## src/rtl/pwm_duty_decoder.sv

```systemverilog
// pwm_duty_decoder: receive side of the PWM generator. Measures period and
// high time of an asynchronous PWM input in clk cycles and reports the duty
// cycle rounded to tenths (0..10). Static inputs are reported via a timeout.
module pwm_duty_decoder #(
  parameter int CNT_W   = 16,
  parameter int TIMEOUT = 1000
) (
  input  logic             clk,
  input  logic             reset,
  input  logic             pwm_in,
  output logic [CNT_W-1:0] period,
  output logic [CNT_W-1:0] high_time,
  output logic [3:0]       duty_tenths,
  output logic             valid,
  output logic             locked,
  output logic             busy
);

  localparam int               NUM_W    = CNT_W + 4;
  localparam logic [CNT_W-1:0] TO_VAL   = CNT_W'(TIMEOUT);
  localparam logic [3:0]       DUTY_MAX = 4'd10;

  typedef enum logic {M_IDLE, M_MEASURE} meas_state_t;
  typedef enum logic [1:0] {D_IDLE, D_LOAD, D_RUN} div_state_t;

  // input path
  logic [1:0]       sync_q;
  logic             pwm_s, pwm_d, rise;

  // free-running measurement counters and captured values
  logic [CNT_W-1:0] per_cnt, hi_cnt;
  logic [CNT_W-1:0] cap_per, cap_hi;

  // control
  meas_state_t      meas_state, meas_next;
  div_state_t       div_state, div_next;
  logic             pending, pend_next;
  logic             capture, timeout_ev, div_done;

  // divider working set; div_per/div_hi are private copies so a capture
  // arriving mid-calculation cannot tear the reported result
  logic [NUM_W-1:0] num, num_load, num_sub, den_x;
  logic [CNT_W-1:0] div_per, div_hi;
  logic [3:0]       q, q_inc, q_fin;
  logic             num_ge, div_last;

  // two-flop synchronizer plus one delay stage for edge detection
  always_ff @(posedge clk) begin
    if (reset) begin
      sync_q <= '0;
      pwm_d  <= 1'b0;
    end else begin
      sync_q <= {sync_q[0], pwm_in};
      pwm_d  <= sync_q[1];
    end
  end

  assign pwm_s = sync_q[1];
  assign rise  = pwm_s & ~pwm_d;

  // period / high-time counters, restarted on every rising edge, saturating
  always_ff @(posedge clk) begin
    if (reset) begin
      per_cnt <= '0;
      hi_cnt  <= '0;
    end else if (rise) begin
      per_cnt <= CNT_W'(1);
      hi_cnt  <= CNT_W'(1);
    end else begin
      if (per_cnt < TO_VAL)
        per_cnt <= per_cnt + CNT_W'(1);
      if (pwm_s && (hi_cnt < TO_VAL))
        hi_cnt <= hi_cnt + CNT_W'(1);
    end
  end

  assign capture    = (meas_state == M_MEASURE) && rise;
  assign timeout_ev = (meas_state == M_MEASURE) && !rise && (per_cnt == TO_VAL);

  // Divider step. The step that leaves a remainder below den is detected one
  // step early so the result retires in the same cycle as the last subtraction.
  assign den_x    = NUM_W'(div_per);
  assign num_ge   = (num >= den_x);
  assign num_sub  = num - den_x;
  assign div_last = (div_per == '0) || !num_ge || (num_sub < den_x);
  assign q_inc    = (num_ge && (div_per != '0)) ? q + 4'd1 : q;
  assign q_fin    = (q_inc > DUTY_MAX) ? DUTY_MAX : q_inc;
  assign num_load = NUM_W'(cap_hi) * NUM_W'(10) + NUM_W'(cap_per >> 1);
  assign div_done = (div_state == D_RUN) && div_last;
  assign busy     = (div_state != D_IDLE);

  // next-state logic for the measurement FSM, divider FSM and pending flag
  always_comb begin
    meas_next = meas_state;
    div_next  = div_state;
    pend_next = pending;
    case (meas_state)
      M_IDLE:    if (rise) meas_next = M_MEASURE;
      M_MEASURE: if (timeout_ev) meas_next = M_IDLE;
      default:   meas_next = M_IDLE;
    endcase
    if (timeout_ev) begin
      // static input wins over any calculation in flight
      div_next  = D_IDLE;
      pend_next = 1'b0;
    end else begin
      case (div_state)
        D_IDLE: if (capture) div_next = D_LOAD;
        D_LOAD: begin
          div_next = D_RUN;
          if (capture) pend_next = 1'b1;
        end
        D_RUN: begin
          if (div_last) begin
            // a capture landing on the finish cycle is treated like pending
            div_next  = (pending || capture) ? D_LOAD : D_IDLE;
            pend_next = 1'b0;
          end else if (capture) begin
            pend_next = 1'b1;
          end
        end
        default: div_next = D_IDLE;
      endcase
    end
  end

  // state registers
  always_ff @(posedge clk) begin
    if (reset) begin
      meas_state <= M_IDLE;
      div_state  <= D_IDLE;
      pending    <= 1'b0;
    end else begin
      meas_state <= meas_next;
      div_state  <= div_next;
      pending    <= pend_next;
    end
  end

  // capture registers; only the newest capture survives
  always_ff @(posedge clk) begin
    if (reset) begin
      cap_per <= '0;
      cap_hi  <= '0;
    end else if (capture) begin
      cap_per <= per_cnt;
      cap_hi  <= hi_cnt;
    end
  end

  // divider datapath: load 10*hi + per/2, then subtract per until exhausted
  always_ff @(posedge clk) begin
    if (reset) begin
      num     <= '0;
      q       <= '0;
      div_per <= '0;
      div_hi  <= '0;
    end else if (div_state == D_LOAD) begin
      num     <= num_load;
      q       <= '0;
      div_per <= cap_per;
      div_hi  <= cap_hi;
    end else if ((div_state == D_RUN) && !div_last) begin
      num <= num_sub;
      q   <= q_inc;
    end
  end

  // result registers, held between valid pulses
  always_ff @(posedge clk) begin
    if (reset) begin
      period      <= '0;
      high_time   <= '0;
      duty_tenths <= '0;
      valid       <= 1'b0;
      locked      <= 1'b0;
    end else begin
      valid <= 1'b0;
      if (timeout_ev) begin
        period      <= '0;
        high_time   <= '0;
        duty_tenths <= pwm_s ? DUTY_MAX : 4'd0;
        locked      <= 1'b0;
        valid       <= 1'b1;
      end else if (div_done) begin
        period      <= div_per;
        high_time   <= div_hi;
        duty_tenths <= q_fin;
        locked      <= 1'b1;
        valid       <= 1'b1;
      end
    end
  end

endmodule

```

## config.mk

```make
export PLATFORM = sky130hd
export DESIGN_NAME = pwm_duty_decoder
export DESIGN_NICKNAME = d
export VERILOG_FILES = /design/src/rtl/pwm_duty_decoder.sv
export SDC_FILE = /design/constraint.sdc
export NUM_CORES = 1
export LEC_CHECK = 0
export BUFFER_PORTS_ARGS = -buffer_cell sky130_fd_sc_hd__buf_2
export CAP_MARGIN = 10
export CORE_MARGIN = 10
export CORE_UTILIZATION = 51
export DETAILED_ROUTE_END_ITERATION = 8
export GPL_ROUTABILITY_DRIVEN = 0
export PLACE_DENSITY_LB_ADDON = 0.15
export SKIP_CTS_REPAIR_TIMING = 1
export SYNTH_ARGS = -nofsm -noshare
export SYNTH_HDL_FRONTEND = slang
export SYNTH_SLANG_ARGS = --single-unit
```

## constraint.sdc

```tcl
create_clock -name clk -period 7.1 [get_ports clk]
set_input_delay 1.42 -clock clk [delete_from_list [all_inputs] [get_ports clk]]
set_output_delay 1.42 -clock clk [all_outputs]
set_load 0.02 [all_outputs]
```

# Word-level counts from Yosys, hierarchy flattened
# Cells that the tools add are included.
# Widths: inputs -> output; s select.
# totals
register_bits,165
in_bits,3
output_inout_bits,39
wordCells,88
# op_classes
n_addsub,5
mul,1
order_cmp,5
n_eq_ne,5
muxes,23
bitwise,3
reduce_logical,26
# ops
op,count
$mux 20,2
$add 16x1->16 const B,2
$lt 16x10->1 const B,2
$add 20x15->20,1
$ge 20x16->1,1
$lt 20x16->1,1
$mux 4,5
$sub 20x16->20,1
$mul 16x3->19 const B,1
$eq 16x10->1 const B,1
$logic_not 16->1,1
$reduce_bool 16->1,1
$reduce_bool 2->1,6
$mux 1,11
$logic_and 1x1->1,7
$pmux 2 s3,1
$reduce_or 2->1,3
$add 4x1->4 const B,1
$gt 4x4->1 const B,1
$mux 2,2
$ne 2x2->1 const B,2
$pmux 1 s2,2
$logic_not 1->1,3
$logic_or 1x1->1,3
6 further kinds,7

# Longest topological paths before layout
# Gate-level depths: netlist (run 1).
# depth
ltp_word,8
depth_mapped,22
depth_no_buf,20

# Least setup slack after synthesis (run 1)
# No wires, ideal clock.
# synth_path
path_type,register to register
from,reg div_per[6]
to,reg high_time[10]
setup_ns,0.128
t_arrival_ns,3.735
required_ns,6.972
path_slack_ns,3.237
stages_incl_launch_ff,21
n_path_buf,2
synth_period_minus_slack_ns,3.863
path_cell_list,dfxtp_1 -> inv_1 -> ha_1 -> a21oi_1 -> nand2_1 -> o21ai_0 -> a21oi_1 -> a31oi_1 -> xnor2_1 -> ha_1 -> a21o_1 -> a21oi_1 -> o211ai_1 -> o31ai_1 -> nand4_1 -> nor3_2 -> a41o_1 -> buf_2 -> buf_6 -> mux2i_1 -> nor2_1
# synth_between
elab_chain_cells,5
word_cells_on_any_way,8
# synth_rtl
element,line_no,source
start: declaration,43,"logic [CNT_W-1:0] div_per, div_hi;"
start signal: assignment,161,div_per <= cap_per;
"parallel branches: the longest is 3 deep, another holds $sub 20x16->20",-,
$logic_or 1x1->1 *,85,assign div_last = (div_per == '0) || !num_ge || (num_sub < den_x);
$logic_and 1x1->1 *,89,assign div_done = (div_state == D_RUN) && div_last;
end signal: assignment,187,high_time <= div_hi;
end: declaration,12,"output logic [CNT_W-1:0] high_time,"
# Mark *: on every way between the ends.
# A chain may end at the register's enable or synchronous reset.

# Worst setup path in the final report (run 1)
# layout_path
from,reg div_per[3]
to,reg duty_tenths[1]
# layout_between
elab_chain_cells,7
word_cells_on_any_way,16
# layout_rtl
element,line_no,source
"parallel branches: the longest is 7 deep, another holds $sub 20x16->20",-,
end signal: assignment,182,duty_tenths <= pwm_s ? DUTY_MAX : 4'd0;
end signal: assignment,188,duty_tenths <= q_fin;
end: declaration,13,"output logic [3:0] duty_tenths,"
# Several ways; the timed one is not identified. The select of a mux whose other input is x is not followed.

==> impl_metrics.ini, run 1 <==
[timing]
tightest_slew_ps = 1120
min_period_ps = 5290
relSlewSlack_pct = 25.2
fin_crit_sh_pct = 74.5
setup_tns_ps = 0
setup_ws_ps = 1810
slew_viol_final = 0
hold_violations = 0
fin_skew_ps = 7.30
rsz0062_at_grt = no
max_freq_mhz = 189
setup_viol = 0

[floorplanning]
die_w_um = 154
die_y_um = 154
initial_core_util_pct = 51.7
num_rows = 49
io_pins = 42
coreArea_um2 = 17800
dieArea_um2 = 23800

[critical_path]
r2r-start = div_per[3]
cp_slowest_stage_delay_ps = 700
cp-start-kind = register
r2r_end = duty_tenths[1]
reg2reg_slack_ps = 1810
critPathRequiredTime_ps = 7380
worst-setup-path-type = reg2reg
reg2reg_depth = 19
path_cells = inv_1 > ha_1 > o211ai_1 > a21oi_1 > o21ai_0 > a21oi_1 > a31oi_1 > xnor2_1 > ha_1 > a21o_1 > a21oi_1 > o211ai_1 > o31ai_1 > nand4_1 > nor3_2 > a41o_2 > buf_4 > mux2i_1 > o21ai_0
crit_top_cell = a21oi_1
critPathMaxFanout = 22
worst-endpoint-arrival_ps = 5570
cp_slowest_cell = a41o_2
cp-endpoint = duty_tenths[1]
crit_path_start = div_per[3]
end_kind = register

[synth]
syn_area_per_cell_um2 = 8.72
synth_nets = 1145
synth_seq_cells = 165
async_flop_share_pct = 0
synth_area_um2 = 9220
synth_edf_count = 0
synth_ff_type = dfxtp_1
ys_seq_area_share_pct = 35.8
synthCells = 1057
ys_warn_count = 0
yosysUniqueCellTypes = 70

[grt]
grt_max_degree = 64
grt_overflow = 0
grt_pass1_wl_mm = 36.2
antenna_found_initial = 0
grt_pass1_vias = 6881
grt_usage_pct = 18.3

[drt]
vias = 7301
routed_wl_mm = 21.9
drt-pass1-iter-count = 5
vias_per_cell = 5.54
wl_per_cell_um = 16.6
drt_iter0_drc = 375
route.detailed.drc = 0
ant_nets = 0

[min_path]
min_path_type = reg2reg

[place]
placed_area_um2 = 9550
port_buffers = 41
dp_hpwl_mm = 15.7
dp_slack_ps = 1920

[layout]
fin_util_pct = 56.9
syn_to_final_growth_pct = 10.1
fillers = 1649
drive_above_1_share_pct = 8.72
diodes = 0
stdcell_area_um2 = 10100
nets = 1165

[cts]
cts_tree = yes
htreeDepth = 4
clkTransAtPathRegs_ps = 70
root_buffer = clkbuf_16
clock-sinks = 165
clock_latency_ps = 430
numCtsBuffers = 17
cts_buffer_depth = 2

[status]
status = complete, no violations

[power_and_ir_drop]
power_leakage_uw = 0.00413
p_per_area_nw_per_um2 = 333
ir_drop_mv = 0.328
power_uw = 3380

[flow_run]
cap_violations = 0
==> kinds of logic after synthesis <==
logic type	Yosys count	share of synthesized area, %
and+or+nand+nor	366	18.4
AOI/OAI and AO/OA	210	14.8
DFF	165	35.8
muxes	88	9.59
adders and majority gates	85	11.8
buffers and inverters	81	3.68
xor gates and xnor gates	62	5.89
==> final cells by class <==
| cell class | count | area (µm²) | share of cell area [%] |
|---|---|---|---|
| clock buffers | 20 | 457 | 4.50 |
| clock inverters | 12 | 144 | 1.42 |
| inverters | 36 | 135 | 1.33 |
| multi-input cells | 811 | 5580 | 55.0 |
| flip-flops and latches | 165 | 3300 | 32.6 |
| well taps | 229 | 287 | 2.82 |
| repair buffers | 46 | 245 | 2.42 |
==> metal layers <==
metal / global-route usage, % / share of wire, % / wire length (µm) / up-vias
li1: - / - / - / 3775
met2: 28.3 / 46 / 9960 / 108
met4: 4.90 / 0.97 / 212 / 0
met3: 3.63 / 3.7 / 800 / 18
met1: 25.4 / 50 / 10900 / 3400
met5: 0 / 0 / 0 / -
==> stage by stage <==
stage / hold WS (ps) / std cells
floorplan: 414 / 1057
global placement: 426 / 1287
detailed placement: 430 / 1287
CTS: 446 / 1319
global route: 463 / 1319
finish: 441 / 1319
==> how the worst min path moves through the flow <==
stage                          from         to  slack [ps]  cells after the start
after CTS                 sync_q[0]  sync_q[1]         450                      1
after global routing      sync_q[0]  sync_q[1]         460                      1
final                     sync_q[0]  sync_q[1]         440                      1
after global placement    sync_q[0]  sync_q[1]         430                      1
after detailed placement  sync_q[0]  sync_q[1]         430                      1
after floorplan           sync_q[0]  sync_q[1]         410                      1
==> layout by cell type, fill, tap and decap left out, drive strengths merged, types with 31 or more instances in the layout <==
cell type / n
buf: 46
inv: 39
a21oi: 84
nand2: 100
o21ai: 31
nor2: 135
xnor2: 33
mux2i: 86
ha: 82
dfxtp: 165
==> critical path: cells and delay by family, from the launching register on <==
| kind | cells | cell delay (ps) |
|---|---|---|
| AOI/OAI and AO/OA | 11 | 2720 |
| adders and majority gates | 2 | 640 |
| buffers and inverters | 2 | 520 |
| and+or+nand+nor | 2 | 450 |
| DFF | 1 | 380 |
| muxes | 1 | 210 |
| xor gates and xnor gates | 1 | 200 |
==> sequential cells by signal (all words and copies together) (netlist names), 2 cells and up <==
register,cells
cap_hi,16
high_time,16
cap_per,16
div_state,2
hi_cnt,16
period,16
div_hi,16
div_per,16
sync_q,2
duty_tenths,4
q,4
per_cnt,16
num,20
==> power by group <==
part,switching (µW),internal [µW]
clock network,398,543
logic,841,598
registers,36.8,963
==> Yosys cell counts (11+ instances only) <==
master	n	area, µm²
a21oi_1	83	415
dfxtp_1	165	3300
nor3_1	16	80.1
xor2_1	29	254
nand3_1	24	120
mux2i_1	86	861
ha_1	82	1030
and3_1	11	68.8
a211oi_1	24	180
nor2b_1	13	81.3
nor2_1	135	507
nand2_1	100	375
inv_1	35	131
xnor2_1	33	289
clkbuf_1	27	101
o21ai_0	29	145
a21o_1	20	150
and2_1	16	100
Power figures use the tool's default switching activity.
==> inputs of run 2 (changes only) <==
Clock period 7.1 ns to 5 ns, I/O delays scaled along.
==> impl_metrics.ini, run 2 (synthesis gave the netlist of run 1 again) <==
[critical_path]
r2r-start = div_per[6]
end_kind = register
crit_path_start = div_per[6]
worst-setup-path-type = reg2reg
cp-start-kind = register
critPathMaxFanout = 13
worst-endpoint-arrival_ps = 4910
reg2reg_slack_ps = 410
critPathRequiredTime_ps = 5330

[drt]
drt-pass1-iter-count = 5
route.detailed.drc = 0
ant_nets = 0
drt_iter0_drc = 439
vias_per_cell = 5.59
routed_wl_mm = 22.1
vias = 7413
wl_per_cell_um = 16.7

[cts]
root_buffer = clkbuf_16
numCtsBuffers = 17
htreeDepth = 4
clock-sinks = 165
clock_latency_ps = 430
clkTransAtPathRegs_ps = 70
cts_tree = yes
cts_buffer_depth = 2

[layout]
mostFrequentLayoutCells = 165 x dfxtp_1, 135 x nor2_1, 100 x nand2_1
final_common_cell = dfxtp_1
syn_to_final_growth_pct = 10.6
largest_reg_flops = 20
fillers = 1627
diodes = 0
nets = 1172
drive_above_1_share_pct = 9.21
regMostFlops = num

[floorplanning]
io_pins = 42
die_y_um = 154
num_rows = 49
die_w_um = 154
coreArea_um2 = 17800
dieArea_um2 = 23800
initial_core_util_pct = 51.7

[grt]
grt_max_degree = 61
grt_pass1_vias = 7033
grt_pass1_wl_mm = 36.7
grt_usage_pct = 18.5
antenna_found_initial = 0
grt_overflow = 0

[timing]
setup_viol = 0
setup_tns_ps = 0
relSlewSlack_pct = 24.5
tightest_slew_ps = 1130
rsz0062_at_grt = no
min_period_ps = 4590
timing.hold.ws_ps = 442
max_freq_mhz = 218
hold_violations = 0
fin_skew_ps = 12.7
slew_viol_final = 0
fin_crit_sh_pct = 91.8

[power_and_ir_drop]
p_per_area_nw_per_um2 = 469
power_leakage_uw = 0.00418
ir_drop_mv = 0.454

[min_path]
hold_start = sync_q[0]
min_path_type = reg2reg

[place]
port_buffers = 41
dp_hpwl_mm = 16.3

[status]
status = complete, no violations

[flow_run]
cap_violations = 0
## run 2: through the flow
stage	setup slack, ps	instance area [µm²]	std cells	power (µW)	utilization, %
3_5_place_dp	400	9620	1294	3490	53.9
5_1_grt	67.6	10200	1326	5100	57.1
4_1_cts	376	10200	1326	4770	57.1
2_1_floorplan	1140	9220	1057	3060	-
3_3_place_gp	534	9620	1294	3510	53.9
6_report	411	10200	1326	4780	57.1
## run 2: cell type report
cell class,instances,area (µm²),area share (%)
Clock buffer,21,450,4.42
Clock inverter,11,116,1.14
Inverter,36,135,1.33
Multi-Input combinational cell,811,5580,54.7
Sequential cell,165,3300,32.4
Tap cell,229,287,2.81
Timing Repair Buffer,53,323,3.17
## run 2: where the power goes
group          total, µW  leakage [µW]  internal, µW  switching (µW)
Clock               1270      0.000279           712             562
Combinational       2080       0.00257           863            1220
Sequential          1420       0.00133          1370            51.4
## run 2: final timing paths
check,cells after the start,end
setup / recovery,19,num[13]
hold / removal,1,sync_q[1]
setup reg to reg,19,num[13]
hold reg to reg,1,sync_q[1]
## run 2: critical path, cell delays in order, from the launching register on
cell	delay [ps]
dfxtp_1	380
inv_1	80
ha_1	350
a21oi_1	290
nand2_1	70
o21ai_0	330
a21oi_2	160
a31oi_1	230
xnor2_1	180
ha_1	290
a21o_1	160
a21oi_1	180
o211ai_1	130
o31ai_1	270
nand4_1	130
nor3_2	280
a31oi_4	280
buf_4	290
mux2i_1	140
a211oi_1	280
## run 2: layer usage
layer | track usage [%] | wire length (µm) | up-vias | share of wire (%)
met1 | 25.5 | 10900 | 3504 | 49
met2 | 29.2 | 10100 | 114 | 46
met5 | 0 | 0 | - | 0
met4 | 4.45 | 263 | 0 | 1.2
li1 | - | - | 3777 | -
met3 | 3.47 | 805 | 18 | 3.6
